## src/rtl/demux1x2_reg.sv

```systemverilog
// Registered 1-to-2 demultiplexer: one valid/ready input steered by sel into a
// one-entry output register on channel a or b. Optional counters via DEMUX_COUNT_EN.
module demux1x2_reg #(
    parameter int DATAWIDTH = 64
) (
    input  logic                 Clk,
    input  logic                 Rst,
    input  logic [DATAWIDTH-1:0] d,
    input  logic                 sel,
    input  logic                 in_valid,
    output logic                 in_ready,
    output logic [DATAWIDTH-1:0] a,
    output logic                 a_valid,
    input  logic                 a_ready,
    output logic [DATAWIDTH-1:0] b,
    output logic                 b_valid,
    input  logic                 b_ready
`ifdef DEMUX_COUNT_EN
    ,
    output logic [15:0]          cnt_a,
    output logic [15:0]          cnt_b
`endif
);

    logic can_a;
    logic can_b;
    logic load_a;
    logic load_b;
    logic drain_a;
    logic drain_b;

    // A channel can take a word when empty or when its current word leaves this cycle.
    assign can_a    = !a_valid || a_ready;
    assign can_b    = !b_valid || b_ready;
    assign in_ready = sel ? can_a : can_b;

    assign load_a   = in_valid && sel && can_a;
    assign load_b   = in_valid && !sel && can_b;
    assign drain_a  = a_valid && a_ready;
    assign drain_b  = b_valid && b_ready;

    // NOTE: state registers use non-blocking assignments so every register
    // samples pre-edge values regardless of block ordering.
    always_ff @(posedge Clk or posedge Rst) begin
        if (Rst) begin
            a       <= '0;
            a_valid <= 1'b0;
        end else if (load_a) begin
            a       <= d;
            a_valid <= 1'b1;
        end else if (drain_a) begin
            a_valid <= 1'b0;
        end
    end

    always_ff @(posedge Clk or posedge Rst) begin
        if (Rst) begin
            b       <= '0;
            b_valid <= 1'b0;
        end else if (load_b) begin
            b       <= d;
            b_valid <= 1'b1;
        end else if (drain_b) begin
            b_valid <= 1'b0;
        end
    end

`ifdef DEMUX_COUNT_EN
    // Counters wrap naturally at 16 bits.
    always_ff @(posedge Clk or posedge Rst) begin
        if (Rst) begin
            cnt_a <= '0;
            cnt_b <= '0;
        end else begin
            if (drain_a) cnt_a <= cnt_a + 16'd1;
            if (drain_b) cnt_b <= cnt_b + 16'd1;
        end
    end
`endif

endmodule

```

## config.mk

```make
export PLATFORM = sky130hd
export DESIGN_NAME = demux1x2_reg
export DESIGN_NICKNAME = d
export VERILOG_FILES = /design/src/rtl/demux1x2_reg.sv
export SDC_FILE = /design/constraint.sdc
export NUM_CORES = 1
export LEC_CHECK = 0
export CAP_MARGIN = 15
export CORE_ASPECT_RATIO = 0.7
export CORE_UTILIZATION = 35
export DETAILED_ROUTE_END_ITERATION = 16
export PLACE_DENSITY_LB_ADDON = 0.3
export SYNTH_ARGS = -nofsm -noshare
export SYNTH_HDL_FRONTEND = slang
export SYNTH_SLANG_ARGS = --single-unit
```

## constraint.sdc

```tcl
create_clock -name Clk -period 9.7 [get_ports Clk]
set_clock_uncertainty 0.2 [all_clocks]
set_input_delay 2.425 -clock Clk [delete_from_list [all_inputs] [get_ports Clk]]
set_output_delay 2.425 -clock Clk [all_outputs]
set_load 0.05 [all_outputs]
```

Yosys cells after proc, flatten, opt, wreduce, memory -nomap -nowiden:

Index checks and enable logic that the tools add are counted.

* bits in registers: 130

* muxes and demuxes: 5
* reductions and logical operators: 13

Operators by type and width (count)
* logical AND 1 bit: 6
* two-way mux 1 bit: 5
* nonzero test 2 bit: 2
* zero test 1 bit: 3
* logical OR 1 bit: 2

Logic depth before layout (Yosys ltp):

* depth after elaboration: 4
* gate-level depth with buffers: 5
* mapped depth without buffers: 3

Least setup slack after synthesis:

Ideal clock, no wire load.

* path type: input to output
* start: in a_ready
* end: out in_ready
* arrival time: 3.413 ns
* required time: 7.075 ns
* setup slack: 3.662 ns
* stages: 2
* path buffers: 0
* cell sequence: and2b_4 > a21oi_1

* cells in the longest elaborated chain, start to end: 2

RTL lines
* from (decl): line 14 `input logic a_ready,`
* logical OR 1 bit: line 33 `assign can_a = !a_valid || a_ready;`
* two-way mux 1 bit: line 35 `assign in_ready = sel ? can_a : can_b;`
* to (decl): line 11 `output logic in_ready,`

Every way passes these cells.

Worst setup path in the final report:

Ends and elaborated chain as after synthesis.

==> reports/results.tsv <==
metric	value	unit
wl	12200	µm
drt-initial-drc-count	121	
synth_top_area_cell	dfrtp_1	
power	2.13	mW
overflow	0	
relSlewSlack	38.5	%
ios	201	
whs	0.305	ns
hold_path_class	register to register	
finalSetupViolCount	0	
dp_hpwl	8080	µm
path_class	input pin to output port	
start_kind	input pin	
drt-wirelength-per-cell	17.4	µm
synthMuxAreaShare	34.9	%
final.setup.tns	0	ns
worst_skew_pair.late_latency	0.40	ns
synthCells	282	
vias	3113	
cts_inserted_buffers	17	
ys_warn_count	0	
cts_tree	yes	
async_reset_ff_share	100	%
worstMarginPinSlew	0.923	ns
synth_top_family_by_area	multiplexers	
synthSimpleGateAreaFrac	1.13	%
fin_nets	562	
outcome	finished clean	
dp_slack	2.99	ns
vdd_drop_max	107	µV
synthesis.area	5420	µm²
crit_arrival	4.08	ns
worstPathRequired	7.08	ns
clk_pin_slew_worst_paths	0.05	ns
synth_seq_cells	130	
die_height	106	µm
setup_slack	2.99	ns
cts-root-buf	clkbuf_16	
grt_usage	16.0	%
yosys-top-cells-count	dfrtp_1 (130), mux2_4 (120), mux2_2 (8), buf_6 (7), buf_12 (6)	
core-area	14900	µm²
gp_congestion	0.704	
slew_violations	0	
grt_pass1_vias	3470	
start_util	36.4	%
drv_cap	0	
timing.final.crit_share	69.1	%
yosysSeqAreaShare	60.0	%
via_per_inst	4.45	
period_minus_slack	6.71	ns
synthTopCellsByArea	dfrtp_1 (60%), mux2_4 (33%), buf_12 (2.2%)	
area_growth	49.4	%
drive_gt1_share	32.7	%
synth_compound_area_share	0.185	%
htree_levels	4	
grt_pass1_wl	19200	µm
grt_max_degree	75	
io_buffers	200	
synthAdderAreaFrac	0	%
drcViolationCount	0	
cts.sinks	130	
final_util	54.3	%
row_count	37	
power.density	263	nW/µm²
hold_violations	0	
yosysMostFrequentCell	dfrtp_1	
antenna_found_initial	0	
cp_max_fo	3	
dr.pass1.iters	4	
cts_setup_buffers	0	
synth_top_area_share	60.0	%
synth_edf_count	0	
cts-resized-gates	0	
ant_nets	0	
ys_types	15	
antenna_cells	0	
design.die.area	16000	µm²
synthXorXnorAreaFrac	0	%
ctsHoldBuffers	0	
fmaxAchievable	149	MHz
end_kind	output port	
cts_buffer_depth	2	
p_leak	3.67	nW
rsz0062_at_grt	no	
ys.flop_type	dfrtp_1	
avgSynthCellArea	19.2	µm²
dieWidth	151	µm
synth_nets	352	
==> per-layer routing <==
metal	share of wire, %	GRT usage [%]
met4	0.96	5.36
met3	11	8.54
met5	0	0
met2	42	22.7
met1	46	20.7
==> cell usage in the layout, fill, tap and decap left out, types with 3 or more instances in the layout <==
cell type / count
buf_4: 4
bufinv_16: 3
clkbuf_1: 3
clkbuf_16: 17
clkdlybuf4s50_1: 200
clkinv_2: 4
clkinvlp_4: 3
dfrtp_1: 130
mux2_2: 8
mux2_4: 120
==> logic make-up after synthesis <==
logic type | count (synthesis)
AO/OA/AOI/OAI | 2
multiplexers | 128
flip-flops | 130
buffers and inverters | 15
AND/OR/NAND/NOR | 7
==> where the power goes <==
group	internal, mW	switching, mW
sequential	0.641	0.0582
clock	0.416	0.229
combinational	0.319	0.468
total	1.38	0.756
==> area by class of cell <==
cell class              count  area, µm²
fillers                  1208       6810
flip-flops and latches    130       3250
repair buffers            204       2030
multi-input cells         137       1960
clock buffers              22        464
well taps                 195        244
clock inverters            10        133
inverters                   2       10.0
==> state kept, by name, indices dropped and copies added, names as in the netlist <==
signal   flops
b_valid      1
b           64
a           64
a_valid      1
==> per-stage QoR <==
step / cell area [µm²] / instances
2_1_floorplan: 5420 / 282
3_3_place_gp: 7500 / 668
3_5_place_dp: 7500 / 668
4_1_cts: 8100 / 700
5_1_grt: 8100 / 700
6_report: 8100 / 700
==> final timing paths <==
kind                                     start                end  slack (ns)  cells after the start
max                                    a_ready           in_ready        2.99                      4
min                           a[7]$_DFFE_PP0P_   a[7]$_DFFE_PP0P_        0.30                      1
max reg2reg                a_valid$_DFFE_PP0P_  a[59]$_DFFE_PP0P_        7.10                      4
min reg2reg                   a[7]$_DFFE_PP0P_   a[7]$_DFFE_PP0P_        0.30                      1
max in group asynchronous                  Rst  a[16]$_DFFE_PP0P_        5.61                      3
min in group asynchronous                  Rst  b[21]$_DFFE_PP0P_        2.28                      2
==> worst max-delay path, cell delays in order <==
cell,delay [ns]
clkdlybuf4s50_1,0.46
and2b_4,0.21
a21oi_1,0.16
clkdlybuf4s50_1,0.83
Power figures use the tool's default switching activity.
